[config.mk]
export PLATFORM = sky130hd
export DESIGN_NAME = game_timer_flat
export DESIGN_NICKNAME = d
export VERILOG_FILES = /design/src/rtl/game_timer_if.sv /design/src/rtl/game_timer.sv /design/src/flat_wrapper.sv
export SDC_FILE = /design/constraint.sdc
export NUM_CORES = 1
export LEC_CHECK = 0
export ABC_AREA = 0
export BUFFER_PORTS_ARGS = -buffer_cell sky130_fd_sc_hd__buf_2
export CAP_MARGIN = 20
export CORE_MARGIN = 4
export CORE_UTILIZATION = 48
export DETAILED_ROUTE_END_ITERATION = 6
export PLACE_DENSITY = 0.67
export SYNTH_ARGS = -nofsm -noshare
export SYNTH_HDL_FRONTEND = slang
export SYNTH_SLANG_ARGS = --single-unit
[constraint.sdc]
create_clock -name clk -period 2.1 [get_ports clk]
set_input_delay 0.42 -clock clk [delete_from_list [all_inputs] [get_ports clk]]
set_output_delay 0.42 -clock clk [all_outputs]
set_load 0.05 [all_outputs]
[src/rtl/game_timer_if.sv]
// Controller <-> game timer signal bundle: enable/reconfig/bonus requests in,
// timeout/running status and BCD seconds out.
interface game_timer_if;
  logic       i_timerEn;
  logic       i_timerReconfig;
  logic       i_addPls;
  logic       o_timeOut;
  logic       o_running;
  logic [3:0] o_secTens;
  logic [3:0] o_secOnes;

  modport slave (
    input  i_timerEn, i_timerReconfig, i_addPls,
    output o_timeOut, o_running, o_secTens, o_secOnes
  );

  modport master (
    output i_timerEn, i_timerReconfig, i_addPls,
    input  o_timeOut, o_running, o_secTens, o_secOnes
  );
endinterface

[src/rtl/game_timer.sv]
// Countdown round timer (0..99 s) with a BCD display feed and a sticky timeout.
// Define BONUS_EN to let addPls add BONUS_SECS (saturating at 99) while counting.
module game_timer #(
  parameter int START_SECS = 60,
  parameter int TICK_DIV   = 50000000,
  parameter int BONUS_SECS = 5
) (
  input logic          clk,
  input logic          rst,
  game_timer_if.slave  bus
);

  localparam int             PW      = (TICK_DIV > 2) ? $clog2(TICK_DIV) : 1;
  localparam logic [PW-1:0]  PRE_MAX = PW'(TICK_DIV - 1);
  localparam logic [6:0]     START   = 7'(START_SECS);

  typedef enum logic [1:0] {IDLE, RUN, DONE} state_t;

  state_t        r_state, w_nextState;
  logic [6:0]    r_count, w_nextCount, w_decCount;
  logic [PW-1:0] r_pre, w_nextPre;
  logic          r_timeOut, r_running;
  logic          w_tick;

  assign w_tick     = (r_pre == PRE_MAX);
  assign w_decCount = (w_tick && (r_count != 7'd0)) ? r_count - 7'd1 : r_count;

`ifdef BONUS_EN
  function automatic logic [6:0] addBonus(input logic [6:0] c);
    logic [7:0] sum;
    sum = {1'b0, c} + 8'(BONUS_SECS);
    return (sum > 8'd99) ? 7'd99 : sum[6:0];
  endfunction
`else
  logic w_unusedAddPls;
  assign w_unusedAddPls = bus.i_addPls;
`endif

  // Reconfig beats every state; a tick that also takes a bonus is folded into one update.
  always_comb begin
    w_nextState = r_state;
    w_nextCount = r_count;
    w_nextPre   = r_pre;
    if (bus.i_timerReconfig) begin
      w_nextState = IDLE;
      w_nextCount = START;
      w_nextPre   = '0;
    end else begin
      case (r_state)
        IDLE: begin
`ifdef BONUS_EN
          if (bus.i_addPls) w_nextCount = addBonus(r_count);
`endif
          if (bus.i_timerEn) w_nextState = (w_nextCount != 7'd0) ? RUN : DONE;
        end
        RUN: begin
          if (!bus.i_timerEn) begin
            w_nextState = IDLE;
`ifdef BONUS_EN
            if (bus.i_addPls) w_nextCount = addBonus(r_count);
`endif
          end else begin
            w_nextPre   = w_tick ? '0 : r_pre + 1'b1;
            w_nextCount = w_decCount;
`ifdef BONUS_EN
            if (bus.i_addPls) w_nextCount = addBonus(w_decCount);
`endif
            if (w_nextCount == 7'd0) w_nextState = DONE;
          end
        end
        DONE: w_nextCount = 7'd0;
        default: w_nextState = IDLE;
      endcase
    end
  end

  // Status flags are registered from the next state so they line up with r_state.
  always_ff @(posedge clk) begin
    if (!rst) begin
      r_state   <= IDLE;
      r_count   <= START;
      r_pre     <= '0;
      r_timeOut <= 1'b0;
      r_running <= 1'b0;
    end else begin
      r_state   <= w_nextState;
      r_count   <= w_nextCount;
      r_pre     <= w_nextPre;
      r_timeOut <= (w_nextState == DONE);
      r_running <= (w_nextState == RUN);
    end
  end

  assign bus.o_timeOut = r_timeOut;
  assign bus.o_running = r_running;
  assign bus.o_secTens = 4'(r_count / 7'd10);
  assign bus.o_secOnes = 4'(r_count % 7'd10);

endmodule

[src/flat_wrapper.sv]
// flat-port wrapper written by rule: the top's interface ports become plain ports
module game_timer_flat 
#(
  parameter int START_SECS = 60,
  parameter int TICK_DIV   = 50000000,
  parameter int BONUS_SECS = 5
)
  (clk, rst, bus_i_timerEn, bus_i_timerReconfig, bus_i_addPls, bus_o_timeOut, bus_o_running, bus_o_secTens, bus_o_secOnes);
  game_timer_if bus_i ();
  input logic clk;
  input logic rst;
  input wire logic [$bits(bus_i.i_timerEn)-1:0] bus_i_timerEn;
  input wire logic [$bits(bus_i.i_timerReconfig)-1:0] bus_i_timerReconfig;
  input wire logic [$bits(bus_i.i_addPls)-1:0] bus_i_addPls;
  output wire logic [$bits(bus_i.o_timeOut)-1:0] bus_o_timeOut;
  output wire logic [$bits(bus_i.o_running)-1:0] bus_o_running;
  output wire logic [$bits(bus_i.o_secTens)-1:0] bus_o_secTens;
  output wire logic [$bits(bus_i.o_secOnes)-1:0] bus_o_secOnes;
  assign bus_i.i_timerEn = bus_i_timerEn;
  assign bus_i.i_timerReconfig = bus_i_timerReconfig;
  assign bus_i.i_addPls = bus_i_addPls;
  assign bus_o_timeOut = bus_i.o_timeOut;
  assign bus_o_running = bus_i.o_running;
  assign bus_o_secTens = bus_i.o_secTens;
  assign bus_o_secOnes = bus_i.o_secOnes;
  game_timer #(.START_SECS(START_SECS), .TICK_DIV(TICK_DIV), .BONUS_SECS(BONUS_SECS)) u_core (.clk(clk), .rst(rst), .bus(bus_i));
endmodule
* Yosys cells after proc, flatten, opt, wreduce, memory -nomap -nowiden
Index checks and enable logic that the tools add are counted.
** Word-level totals
- Register bits :: 37
- Input bits :: 5
- Output and inout port bits :: 10
- Logic and storage cells :: 34
** Cells by class
- $add $sub $neg :: 2
- Div/mod/pow operators :: 2
- Eq/ne operators :: 6
- Muxes and demuxes :: 10
- Bitwise operators :: 1
- Reductions and logical operators :: 8
** Operator list (count)
- 26-bit by 1-bit adder with 26-bit output, second input constant :: 1
- 26-bit equality test, second input constant :: 1
- 26-bit two-way mux :: 1
- 7-bit two-way mux :: 2
- 7-bit one-hot mux with 2 select lines :: 1
- 2-bit two-way mux :: 5
- 7-bit by 4-bit divider with 7-bit output, second input constant :: 1
- 7-bit zero test :: 1
- 7-bit by 4-bit modulo with 7-bit output, second input constant :: 1
- 7-bit nonzero test :: 1
- 7-bit by 1-bit subtractor with 7-bit output, second input constant :: 1
- 2-bit one-hot mux with 3 select lines :: 1
- 2-bit by 1-bit equality test with 1-bit output, second input constant :: 2
- 2-bit equality test, second input constant :: 2
- 2-bit AND reduction :: 2
- 2-bit zero test :: 1
- 2-bit inequality test, second input constant :: 1
- 2-bit nonzero test :: 1
- 2-bit OR reduction :: 1
- 1-bit logical AND :: 1
- 1-bit NOT :: 1

* Logic depth before layout (Yosys ltp)
- Word-level depth :: 9
- Depth in mapped cells :: 8
- Gate-level depth less buffers :: 7

* Worst setup path after synthesis
No wires, ideal clock.
- Path kind :: register to output
- From :: register u_core.r_count[4]
- To :: output port bus_o_secOnes[2]
- Arrival :: 3.391 ns
- Required time :: 1.680 ns
- Path slack :: -1.711 ns
- Cell stages (with the launch flop) :: 9
- Path buffers :: 1
- Cell sequence :: dfxtp_1 clkbuf_1 nand2b_1 o21ai_0 a22oi_1 o221a_2 ha_1 o221ai_1 mux2i_1
** On the way
- Longest elaborated chain between the ends :: 1
** RTL lines
- start, declared :: line game_timer.sv:20 : logic [6:0] r_count, w_nextCount, w_decCount;
- start signal, assigned :: line game_timer.sv:87 : r_count <= w_nextCount;
- 7-bit by 4-bit modulo with 7-bit output :: line game_timer.sv:97 : assign bus.o_secOnes = 4'(r_count % 7'd10);
- end, declared :: line flat_wrapper.sv:18 : output wire logic [$bits(bus_i.o_secOnes)-1:0] bus_o_secOnes;
No other way between the ends.

* Worst setup path after layout
- From :: register u_core.r_count[0]
- To :: output port bus_o_secOnes[2]
Same word-level chain as after synthesis.

==> metrics.md <==
| Metric | Value |
|---|---|
| N_diodes | 0 |
| Clk_lat worst skew | 0.29 ns |
| Highest fanout seen on the critical path | 4 |
| Beginning of the worst register-to-register path | u_core.r_pre[9]$_SDFFE_PP0P_ |
| Fraction of registers with async set/reset | 0 |
| Number of enable-type register cells in the synthesized netlist | 0 |
| RSZ-0062 raised after global routing | yes |
| Depth of the most critical reg-to-reg path | 5 |
| Chain of cells forming the critical path | inv_1 -> ha_2 -> nor4bb_1 -> a21oi_1 -> or2_2 -> o221ai_4 -> mux2i_4 -> buf_6 |
| Global routing usage summed across all routing layers | 0.201 |
| Max-capacitance violation count | 0 |
| Number of design rule violations left after detail routing | 0 |
| Net switching component of the power | 0.000295 W |
| Clock transition at the registers of the reported paths | 0.08 ns |
| Die boundary height | 77.2 µm |
| Commonest cells after routing, fill and taps aside | sky130_fd_sc_hd__buf_4, sky130_fd_sc_hd__nor2_1, sky130_fd_sc_hd__dfxtp_1 |
| Violated checks | negative setup slack |
| Number of non-filler instances in the completed layout | 385 |
| Final design area excluding fillers | 0.00306 mm² |
| Placer's final routability congestion estimate | 0.856 |
| Initial antenna violation count | 0 |
| Area of the mapped netlist | 0.00230 mm² |
| Kind of cell adding the most delay to the critical path | simple AND/OR/NAND/NOR gates |
| CP startpoint | u_core.r_count[0]$_SDFFE_PP0P_ |
| IO Count | 15 |
| Seq cells post-synth | 37 |
| Power density normalized to cell area | 448 mW/mm² |
| Register-to-Register Setup Slack | 0.03 ns |
| Count of nets left with antenna violations after detail routing | 0 |
| Worst Path Required | 1.68 ns |
| Vias after detailed routing | 2190 |
| Total clock sinks | 37 |
| CTS Root Buffer Type | sky130_fd_sc_hd__clkbuf_8 |
| Share of cells above drive strength 1 | 0.342 |
| Detailed-route vias per instance | 5.69 |
| Startpoint-to-endpoint class of the critical path | reg2out |
| Buffering stage count on the worst path with inverters included | 2 |
| Hold WC Path Type | in2reg |
| Area enclosed by the die boundary | 0.00595 mm² |
| Fraction of power consumed by sequential logic | 0.512 |
| Total number of cells along the worst setup path | 8 |
| Drt initial violations | 159 |
| Number of distinct library cells after synthesis | 55 |
| Area inside the core boundary | 0.00450 mm² |
| Largest incremental delay on the critical path | 0.33 ns |
| Starting density of the core | 0.510 |
| Net count after synthesis | 286 |
| Average wire length per cell after detail routing | 15.0 µm |
| Pin slew with the least headroom to its limit | 0.450 ns |
| Result of the run | finished, violations left |
| Number of CTS-inserted buffers | 5 |
| Wire length of the first global-routing pass | 9840 µm |
| Cell-internal power | 0.00108 W |
| Comb power frac | 0.037 |
| Endpoint of the most critical setup path | bus_o_secOnes[2] |
| Mean area per synthesized cell | 8.32 µm² |
| Data arrival, critical path | 2.09 ns |
| Final nets | 342 |
| Sequential-to-total area share from yosys stat | 0.323 |
| Via count of the first global-routing pass | 2076 |
| Pin count of the biggest net entering global routing | 26 |
| Total congestion overflow after global routing | 0 |
| Crit end category | primary output |
| Post-DP HPWL | 4240 µm |
| Startpoint Class | register |
| Final worst-path setup slack | -0.407 ns |
| Top_reg_cell synth | sky130_fd_sc_hd__dfxtp_1 |
| Part of the total power dissipated in the clock network | 0.451 |
| Highest ir drop seen on vdd | 0.450 mV |
| Overall routed net length | 5770 µm |
| Ratio of final minimum period to clock period | 1.19 |
| Synth Warn # | 0 |
| Post-synthesis to final-layout area growth | 33.4% |
| Share of the core filled with cells in the final layout | 0.680 |
| Inst Count DP | 376 |
| Row cnt | 24 |
| Setup clock skew after layout | 0.0106 ns |
| Number of buffer cells added on primary ports | 13 |
| CTS tree | yes |
| Cell leakage power | 1.20 nW |
| Endpoint of the most critical register-to-register path | u_core.r_count[6]$_SDFFE_PP0P_ |
| Minimum period implied by the final worst setup slack | 2.51 ns |
| Number of optimization iterations in the first detailed-route pass | 4 |
| Post-detailed-placement cell area | 0.00281 mm² |
| Commonest non-fill, non-tap cell in the layout | sky130_fd_sc_hd__buf_4 |
| Die Span X | 77.2 µm |
| Final number of setup-violating endpoints | 5 |
| Max stage delay cell, worst path | sky130_fd_sc_hd__or2_2 |
| Hold violation total from the final report | 0 |
| Highest achievable clock rate | 399 MHz |
| H-tree depth reported by CTS | 2 |
| Clock Path Buffers | 2 |
| Final slew viol count | 0 |
| Slew margin rel. | 0.700 |
| Sw frac | 0.215 |
| Synthesized netlist cell count | 276 |
[state kept, by name, summed over array words and instances (netlist names)]
register,count
u_core.r_pre,26
u_core.r_state,2
u_core.r_count,7
u_core.bus.o_running,1
u_core.bus.o_timeOut,1
[synthesized netlist by cell type (6+ instances only)]
| master | instances | area share |
|---|---|---|
| sky130_fd_sc_hd__inv_1 | 7 | 0.011 |
| sky130_fd_sc_hd__nor2_1 | 35 | 0.057 |
| sky130_fd_sc_hd__nand2b_1 | 7 | 0.019 |
| sky130_fd_sc_hd__nand4_1 | 17 | 0.046 |
| sky130_fd_sc_hd__nor2b_1 | 7 | 0.019 |
| sky130_fd_sc_hd__xor2_1 | 19 | 0.072 |
| sky130_fd_sc_hd__dfxtp_1 | 37 | 0.32 |
| sky130_fd_sc_hd__nand2_1 | 18 | 0.029 |
| sky130_fd_sc_hd__a21oi_1 | 7 | 0.015 |
| sky130_fd_sc_hd__nand3_1 | 17 | 0.037 |
| sky130_fd_sc_hd__xnor2_1 | 9 | 0.034 |
| sky130_fd_sc_hd__clkbuf_1 | 9 | 0.015 |
| sky130_fd_sc_hd__and3_1 | 6 | 0.016 |
[power by group through the flow]
stage | registers [W] | clock network (W) | logic, W
floorplan | 0.000724 | 0 | 0.0000298
global placement | 0.000721 | 0 | 0.0000488
detailed placement | 0.000722 | 0 | 0.0000494
CTS | 0.000701 | 0.000628 | 0.0000503
global route | 0.000702 | 0.000665 | 0.0000559
finish | 0.000701 | 0.000618 | 0.0000512
[worst min-delay path by stage]
stage	startpoint	cells past startpoint	end	slack, ns
after floorplan	u_core.r_pre[1]$_SDFFE_PP0P_	2	u_core.r_pre[1]$_SDFFE_PP0P_	0.45
after global placement	u_core.r_pre[1]$_SDFFE_PP0P_	2	u_core.r_pre[1]$_SDFFE_PP0P_	0.46
after detailed placement	u_core.r_pre[1]$_SDFFE_PP0P_	2	u_core.r_pre[1]$_SDFFE_PP0P_	0.47
after CTS	bus_i_timerEn	3	u_core.r_state[0]$_SDFF_PN0_	0.43
after global routing	bus_i_timerReconfig	3	u_core.r_pre[6]$_SDFFE_PP0P_	0.47
final	bus_i_timerEn	3	u_core.bus.o_running$_SDFF_PN0_	0.44
[worst register-to-register path: cells and delay by family (launching register included)]
family | cells | cell delay, ns
simple gates | 3 | 1.20
flops | 1 | 0.32
compound gates | 2 | 0.45
[cell families (layout without fill, tap and decap cells)]
kind of cell               Yosys count  count (layout)  share of synthesized area
xor gates and xnor gates            28              28                      0.107
adders and majority gates            5               5                     0.0272
muxes                                5               5                     0.0240
buffers and inverters               22              79                     0.0474
and+or+nand+nor                    138             138                      0.343
AOI/OAI and AO/OA                   41              41                      0.129
DFF                                 37              37                      0.323
[routing by layer]
layer	GRT usage	routed length [µm]	up-vias
met1	0.296	2930	1039
met2	0.307	2560	44
met3	0.0422	255	3
li1	-	-	1104
met5	0	0	-
met4	0.0267	27	0
[final cells by class]
class / count / area [µm²]
sequential: 37 / 756
multi-input combinational: 217 / 1590
clock buffer: 6 / 72.6
timing repair buffer: 64 / 514
inverter: 7 / 26.3
tap: 52 / 65.1
clock inverter: 2 / 38.8
fill: 401 / 1440
[through the flow]
stage / total power, W / setup TNS (ns) / hold WS [ns] / worst slack, ns
after floorplan: 0.000753 / -1.12 / 0.454 / -0.534
after global placement: 0.000770 / -0.892 / 0.465 / -0.262
after detailed placement: 0.000771 / -1.03 / 0.467 / -0.297
after CTS: 0.00138 / -1.53 / 0.431 / -0.428
after global routing: 0.00142 / -1.99 / 0.474 / -0.504
final: 0.00137 / -1.51 / 0.439 / -0.407
[timing repair]
item	4_1_cts	5_1_grt
endpoints found under the setup margin	5	8
endpoints found under the hold margin	0	0
resized for setup	29	9
cloned	0	0
hold buffers	0	0
setup buffers	1	2
pin swaps	7	4
Note: power is estimated with default switching activity, not from simulation.
